==> config.mk <==
export PLATFORM = sky130hd
export DESIGN_NAME = fpu_operand_loader
export DESIGN_NICKNAME = d
export VERILOG_FILES = /design/src/rtl/fpu_operand_loader.sv
export SDC_FILE = /design/constraint.sdc
export NUM_CORES = 1
export LEC_CHECK = 0
export ABC_AREA = 1
export BUFFER_PORTS_ARGS = -buffer_cell sky130_fd_sc_hd__buf_2
export CAP_MARGIN = 20
export CORE_UTILIZATION = 50
export CTS_CLUSTER_SIZE = 24
export DETAILED_ROUTE_END_ITERATION = 8
export GPL_TIMING_DRIVEN = 0
export PLACE_DENSITY = 0.69
export RECOVER_POWER = 25
export SYNTH_ARGS = -nofsm -noshare
export SYNTH_HDL_FRONTEND = slang
export SYNTH_SLANG_ARGS = --single-unit
==> constraint.sdc <==
create_clock -name i_clk -period 4.6 [get_ports i_clk]
set_input_delay 0.46 -clock i_clk [delete_from_list [all_inputs] [get_ports i_clk]]
set_output_delay 0.46 -clock i_clk [all_outputs]
set_load 0.02 [all_outputs]
==> src/rtl/fpu_operand_loader.sv <==
// Nibble-serial operand front-end for the 16-bit FPU core: assembles A/B over 4 beats,
// queues complete pairs in a 2-entry FWFT FIFO and flags overrun / partial-word timeout.
module fpu_operand_loader #(
    parameter int unsigned TIMEOUT = 15
) (
    input  logic        i_clk,
    input  logic        i_rst_n,
    input  logic        i_in_valid,
    input  logic [3:0]  i_in_nib_a,
    input  logic [3:0]  i_in_nib_b,
    input  logic        i_in_op,
    input  logic        i_clear,
    output logic        o_out_valid,
    input  logic        i_out_ready,
    output logic [15:0] o_out_a,
    output logic [15:0] o_out_b,
    output logic        o_out_op,
    output logic [1:0]  o_beat_cnt,
    output logic [1:0]  o_fifo_level,
    output logic        o_overrun,
    output logic        o_timeout
);

    localparam logic [7:0] TimeoutCnt = TIMEOUT[7:0];

    logic        r_run;
    logic [11:0] r_asm_a;
    logic [11:0] r_asm_b;
    logic [1:0]  r_beat_cnt;
    logic [7:0]  r_idle;
    logic [32:0] r_mem [2];
    logic        r_rd_ptr;
    logic        r_wr_ptr;
    logic [1:0]  r_level;
    logic        r_overrun;
    logic        r_timeout;

    logic        w_pop;
    logic        w_push_req;
    logic        w_push;
    logic        w_idle_hit;
    logic [32:0] w_word;
    logic [32:0] w_head;

    assign w_pop      = (r_level != 2'd0) && i_out_ready;
    assign w_push_req = i_in_valid && (r_beat_cnt == 2'd3);
    assign w_push     = w_push_req && ((r_level != 2'd2) || w_pop);
    assign w_idle_hit = !i_in_valid && (r_beat_cnt != 2'd0) && ((r_idle + 8'd1) == TimeoutCnt);
    // Beat 3 nibbles bypass the assembly registers straight into the FIFO word.
    assign w_word     = {i_in_nib_a, r_asm_a, i_in_nib_b, r_asm_b, i_in_op};
    assign w_head     = r_mem[r_rd_ptr];

    always_ff @(posedge i_clk or negedge i_rst_n) begin
        if (!i_rst_n) begin
            r_run      <= 1'b0;
            r_asm_a    <= '0;
            r_asm_b    <= '0;
            r_beat_cnt <= '0;
            r_idle     <= '0;
            r_mem[0]   <= '0;
            r_mem[1]   <= '0;
            r_rd_ptr   <= 1'b0;
            r_wr_ptr   <= 1'b0;
            r_level    <= '0;
            r_overrun  <= 1'b0;
            r_timeout  <= 1'b0;
        end else if (!r_run) begin
            // First edge after release only arms the block; beats start on the next one.
            r_run <= 1'b1;
        end else if (i_clear) begin
            r_beat_cnt <= '0;
            r_idle     <= '0;
            r_rd_ptr   <= 1'b0;
            r_wr_ptr   <= 1'b0;
            r_level    <= '0;
            r_overrun  <= 1'b0;
            r_timeout  <= 1'b0;
        end else begin
            if (i_in_valid) begin
                r_idle     <= '0;
                r_beat_cnt <= r_beat_cnt + 2'd1;
                case (r_beat_cnt)
                    2'd0: begin
                        r_asm_a[3:0] <= i_in_nib_a;
                        r_asm_b[3:0] <= i_in_nib_b;
                    end
                    2'd1: begin
                        r_asm_a[7:4] <= i_in_nib_a;
                        r_asm_b[7:4] <= i_in_nib_b;
                    end
                    2'd2: begin
                        r_asm_a[11:8] <= i_in_nib_a;
                        r_asm_b[11:8] <= i_in_nib_b;
                    end
                    default: ;
                endcase
            end else if (w_idle_hit) begin
                r_beat_cnt <= '0;
                r_idle     <= '0;
                r_timeout  <= 1'b1;
            end else if (r_beat_cnt != 2'd0) begin
                r_idle <= r_idle + 8'd1;
            end

            if (w_push_req && !w_push) begin
                r_overrun <= 1'b1;
            end
            if (w_push) begin
                r_mem[r_wr_ptr] <= w_word;
                r_wr_ptr        <= ~r_wr_ptr;
            end
            if (w_pop) begin
                r_rd_ptr <= ~r_rd_ptr;
            end
            r_level <= r_level + {1'b0, w_push} - {1'b0, w_pop};
        end
    end

    always_comb begin
        o_out_valid  = (r_level != 2'd0);
        o_out_a      = o_out_valid ? w_head[32:17] : 16'h0000;
        o_out_b      = o_out_valid ? w_head[16:1]  : 16'h0000;
        o_out_op     = o_out_valid ? w_head[0]     : 1'b0;
        o_beat_cnt   = r_beat_cnt;
        o_fifo_level = r_level;
        o_overrun    = r_overrun;
        o_timeout    = r_timeout;
    end

endmodule

==> impl_metrics.csv, run 1 <==
group,metric,value,unit
die,core_area,9730,µm²
synthesis,ys_warn_count,0,
route,finalWirelength,11700,µm
timing,setup_viol,0,
route,drt_pass1_iterations,4,
timing,rsz0062_at_grt,"no",
setup_path,cp_max_fo,10,
setup_path,regToRegStartpoint,"o_beat_cnt[1]$_DFFE_PN0P_",
cts,cts_resized,0,
global_route,grt_pass1_wl,19400,µm
placed_design,dpl.hpwl,8170,µm
timing,slew_headroom,-68.7,%
setup_path,r2r-end,"r_asm_b[4]$_DFFE_PN0P_",
finish,final_cells,771,
timing,hold_violations,0,
route,antenna_left,0,
timing,fin_tns_setup,0,ns
min_path,hold_class,"input pin to register",
global_route,grt_usage,24.7,%
job,maxCapViolCount,1,
power,p_seq_share,50.0,%
timing,worst_pin_slew,2.53,ns
synthesis,synth_nets,592,
cts,cts.clk_slew.worst_paths,0.10,ns
placed_design,place_ws,2.43,ns
power,p_leak,2.92,nW
finish,nNetsFinal,656,
die,ioPinCount,54,
die,start_util,51.3,%
finish,multi_input_area,1880,µm²
die,die_h,102,µm
route,avgViaCountPerCell,5.12,
synthesis,synth_fa_ha_area_share,2.00,%
cts,clockBufferDepth,2,
synthesis,synth.top_cells.by_area,"dfrtp_1, nand2_1, o21ai_0, o21ai_2, inv_1",
synthesis,synth_xor_area_share,0.701,%
cts,htreeDepth,3,
route,avgRoutedWirePerCell,15.2,µm
synthesis,synth_compound_area_share,17.1,%
timing,final.setup.worst_slack,2.04,ns
synthesis,yosysTopAreaCellShare,53.6,%
finish,regArea,2680,µm²
synthesis,synth_area,4990,µm²
synthesis,synth.ff_latch_count,107,
finish,area_delta_synth_final,13.4,%
synthesis,avgSynthCellArea,8.76,µm²
synthesis,yosys.area.top_type,"dfrtp_1",
timing,finalMaxSlewViolations,45,
finish,final_area,5660,µm²
min_path,min_to,"r_mem[14]$_DFFE_PN0P_",
placed_design,portBuffers,52,
cts,root_buffer,"clkbuf_8",
power,powerDensity,391,nW/µm²
route,drtIter0Drc,251,
die,rows,36,
cts,cts_buffers,9,
power,p_sw,0.729,mW
synthesis,ys.flop_type,"dfrtp_1",
setup_path,ff2ff_setup_slack,2.72,ns
finish,fillers,925,
run_status,run_status,"finished, violations left",
placed_design,placed_cell_area,5450,µm²
power,power_frac_clock,28.6,%
cts,cts.sinks,107,
setup_path,startpoint_type,"register",
cts,insertion_delay,0.36,ns
finish,final_common_cell,"nand2_1",
synthesis,syn_inst,570,
synthesis,synth-simple-area-share,17.7,%
setup_path,end_kind,"primary output",
synthesis,ys_types,32,
synthesis,synth_mux_area_share,0,%
setup_path,crit_start,"o_fifo_level[0]$_DFFE_PN0P_",
min_path,min_from,"i_in_nib_b[1]",
finish,drive_above_1_share,19.7,%
route,vias,3951,
power,combPwrFrac,21.4,%
timing,min_period_over_period,55.7,%
route,drc,0,
synthesis,ys_async_sr_fraction,100,%
global_route,antenna_found_initial,0,
setup_path,critPathKind,"register to primary output",
run_status,violations,"max-capacitance violations, max-slew violations",
finish,antenna_cells,0,
cts,hold_buffers,0,
placed_design,dp.cells,756,
die,dieArea,10400,µm²
setup_path,rr_worst_depth,5,
finish,final_cell_mix,"nand2_1, dfrtp_1, o21ai_0, inv_1, buf_2",
timing,fmax,390,MHz
power,power.internal,1.49,mW
timing,min_period,2.56,ns
synthesis,synth-edff-count,0,
global_route,gr-total-overflow,0,
power,peakVddDrop,0.223,mV
synthesis,synth_top_family_by_area,"simple AND/OR/NAND/NOR gates",
setup_path,cp_data_arrival_time,2.10,ns
setup_path,required,4.14,ns
power,total_power,2.22,mW
global_route,grt_max_degree,64,
timing,fin_skew,0.0149,ns
power,swShare,32.9,%
cts,postCtsSetupRepairBufs,0,
cts,cts_tree,"done",
global_route,first_global_vias,3913,
synthesis,synth_seq_area_share,53.6,%
min_path,min_path_cells,3,
die,dieWidth,102,µm
placed_design,gp_congestion,0.828,
-- worst max-delay path: stages (launching register included) --
cell and delay [ns]:
dfrtp_1 0.45, nor2_1 0.08, inv_1 0.22, clkbuf_1 0.40, o21ai_0 0.16, a21oi_1 0.23
buf_2 0.21
-- Yosys cell counts, types with 2 or more instances --
cell	n
o22ai_1	5
ha_1	8
a21oi_1	34
o21ai_0	65
o21ai_1	13
clkbuf_1	12
o21ai_2	27
xor2_1	3
nand3_1	12
nand2_1	170
inv_1	62
nor2_4	2
buf_6	9
nand2_2	2
buf_2	6
nor2_2	3
nor2_1	9
dfrtp_1	107
nor2_8	2
nand4_1	4
inv_2	4
-- metal layers --
metal  track usage (%)  share of wire [%]  up-vias
met5                 0                  0        -
met4              11.1                2.4        0
met3              2.80                4.1       21
met2              38.5                 47       97
met1              35.0                 47     1895
li1                  -                  -     1938
-- kinds of logic (layout without fill, tap and decap cells) --
group                    Yosys count  count (layout)
AND/OR/NAND/NOR                  207             207
adder cells (fa/ha/maj)            8               8
buffers and inverters             96             164
XOR/XNOR                           4               4
AO/OA/AOI/OAI                    147             147
flip-flops                       107             107
other                              1               1
-- power groups by stage --
stage	logic [mW]	registers [mW]	clock network, mW
final	0.474	1.11	0.634
after global routing	0.535	1.12	0.681
after CTS	0.479	1.11	0.641
after detailed placement	0.477	1.12	0
after global placement	0.469	1.12	0
after floorplan	0.290	1.12	0
-- through the flow --
step,hold slack [ns],utilization (%)
5_1_grt,0.317,58.2
3_5_place_dp,0.453,56.0
6_report,0.321,58.2
3_3_place_gp,0.447,55.7
4_1_cts,0.109,58.2
2_1_floorplan,0.164,-
-- worst max-delay path by stage --
| stage | end | slack [ns] | cells after the start |
|---|---|---|---|
| CTS | o_out_b[0] | 2.03 | 6 |
| detailed placement | o_out_b[0] | 2.43 | 6 |
| finish | o_out_b[0] | 2.04 | 6 |
| floorplan | o_out_a[10] | 2.56 | 5 |
| global placement | r_mem[6]$_DFFE_PN0P_ | 1.82 | 1 |
| global route | r_mem[21]$_DFFE_PN0P_ | 1.81 | 1 |
-- cell type report --
class                      instances  area share [%]
buffer                            29            3.31
clock buffer                      11            2.50
clock inverter                     4            1.30
inverter                          67            4.49
multi-input combinational        367            33.1
sequential                       107            47.3
tap                              133            2.94
timing repair buffer              53            5.06
-- sequential cells by signal, indices dropped and copies added (netlist names) --
register,flops
r_asm_b,12
o_fifo_level,2
r_mem,66
o_beat_cnt,2
r_run,1
o_overrun,1
r_rd_ptr,1
r_wr_ptr,1
r_idle,8
o_timeout,1
r_asm_a,12
Note: power is estimated with default switching activity, not from simulation.
==> run 2, diff against run 1 <==
- PLACE_DENSITY: 0.69 -> 0.71
- clock period: 4.6 -> 2.2 ns (I/O delays scaled with it)
==> impl_metrics.csv, run 2 (synthesis gave the netlist of run 1 again) <==
group,metric,value,unit
finish,regArea,2680,µm²
finish,final_common_cell,"nand2_1",
global_route,gr-total-overflow,0,
finish,largest_register_ffs,66,
cts,cts.clk_slew.worst_paths,0.11,ns
finish,drive_above_1_share,20.9,%
route,avgRoutedWirePerCell,15.5,µm
global_route,grt_use_met1,34.1,%
die,dieArea,10400,µm²
cts,cts_buffers,9,
die,rows,36,
finish,final_cells,773,
setup_path,required,1.98,ns
power,total_power,4.63,mW
global_route,antenna_found_initial,0,
timing,finalMaxSlewViolations,0,
die,dieWidth,102,µm
global_route,grt_pass1_wl,19500,µm
route,vias,4027,
route,avgViaCountPerCell,5.21,
die,start_util,51.3,%
finish,antenna_cells,0,
cts,insertion_delay,0.38,ns
power,peakVddDrop,0.426,mV
setup_path,startpoint_type,"register",
setup_path,cp_data_arrival_time,1.88,ns
setup_path,critPathKind,"register to primary output",
placed_design,place_ws,0.294,ns
timing,worst_pin_slew,1.09,ns
timing,slew_headroom,27.4,%
min_path,min_to,"r_mem[14]$_DFFE_PN0P_",
route,drt_pass1_iterations,5,
setup_path,ff2ff_setup_slack,0.35,ns
min_path,min_path_cells,3,
placed_design,portBuffers,52,
cts,clockBufferDepth,2,
run_status,run_status,"finished clean",
route,drtIter0Drc,261,
finish,nNetsFinal,657,
die,die_h,102,µm
timing,final.setup.worst_slack,0.0990,ns
timing,fin_skew,0.00962,ns
timing,rsz0062_at_grt,"no",
cts,cts_tree,"done",
cts,root_buffer,"clkbuf_8",
setup_path,end_kind,"primary output",
finish,final_cell_mix,"nand2_1, dfrtp_1, o21ai_0, inv_1, buf_2",
global_route,top_usage_layer,"met2",
global_route,grt_usage,24.8,%
finish,multi_input_area,1880,µm²
timing,min_period,2.10,ns
placed_design,dp.cells,756,
global_route,first_global_vias,3949,
die,core_area,9730,µm²
power,p_leak,2.93,nW
finish,fillers,902,
finish,final_area,5660,µm²
placed_design,gp_congestion,0.814,
timing,fmax,476,MHz
route,finalWirelength,12000,µm
die,ioPinCount,54,
global_route,met3_usage,3.49,%
timing,hold_violations,0,
placed_design,dpl.hpwl,8250,µm
route,antenna_left,0,
setup_path,crit_start,"r_rd_ptr$_DFFE_PN0P_",
setup_path,cp_max_fo,10,
placed_design,placed_cell_area,5450,µm²
route,drc,0,
job,maxCapViolCount,0,
min_path,hold_class,"input pin to register",
finish,largest_register,"r_mem",
timing,setup_viol,0,
setup_path,r2r-end,"r_asm_a[5]$_DFFE_PN0P_",
global_route,grtUsageMet2,41.1,%
cts,htreeDepth,3,
setup_path,rr_worst_depth,5,
power,powerDensity,818,nW/µm²
setup_path,regToRegStartpoint,"o_beat_cnt[1]$_DFFE_PN0P_",
global_route,grt_max_degree,65,
cts,cts.sinks,107,
cts,postCtsSetupRepairBufs,0,
finish,reg.largest.list,"r_mem: 66 flops, r_asm_a: 12 flops, r_asm_b: 12 flops",
timing,min_period_over_period,95.5,%
finish,area_delta_synth_final,13.3,%
min_path,min_from,"i_in_nib_b[1]",
## run 2: worst max path at each step
stage / to / slack (ns) / cells after the start
4_1_cts: o_out_a[12] / 0.01 / 6
6_report: o_out_a[12] / 0.1 / 4
2_1_floorplan: o_out_a[10] / 0.40 / 5
3_5_place_dp: o_out_b[0] / 0.29 / 6
3_3_place_gp: r_idle[1]$_DFFE_PN0P_ / -0.27 / 1
5_1_grt: o_out_a[15] / 0.002 / 4
## run 2: cell type report
class	count	share of cell area (%)
buffer	29	3.54
clock buffer	10	2.43
clock inverter	6	1.24
inverter	67	4.49
multi-input combinational	367	33.1
sequential	107	47.3
tap	133	2.94
timing repair buffer	54	4.93
## run 2: critical path, cell delays in order, from the launching register on
cell and delay [ns]:
dfrtp_1 0.39, clkbuf_1 0.41, clkbuf_2 0.36, a21oi_1 0.16, buf_2 0.19
## run 2: metal layers
| metal | vias to the layer above | share of wire [%] |
|---|---|---|
| li1 | 1945 | - |
| met1 | 1977 | 46 |
| met2 | 90 | 49 |
| met3 | 15 | 3.5 |
| met4 | 0 | 1.4 |
| met5 | - | 0 |
## run 2: power by group
group          switching (mW)  total (mW)  internal [mW]  leakage, nW
Clock                   0.710        1.28          0.571        0.108
Combinational           0.726        1.03          0.303         1.53
Sequential              0.158        2.32           2.16         1.29
## run 2: timing repair
| item | in CTS | in global routing |
|---|---|---|
| hold buffers | 1 | 0 |
| endpoints found under the setup margin | 29 | 20 |
| hold endpoints to repair | 43 | 0 |
| gates resized for setup | 6 | 5 |
| pin swaps | 0 | 0 |
## run 2: through the flow
step | hold slack [ns] | TNS, ns | utilization (%)
finish | 0.0561 | 0 | 58.2
global route | 0.0528 | 0 | 58.2
global placement | 0.446 | -28.83 | 55.7
CTS | 0.0530 | 0 | 58.3
floorplan | -0.0756 | 0 | -
detailed placement | 0.260 | 0 | 56.0
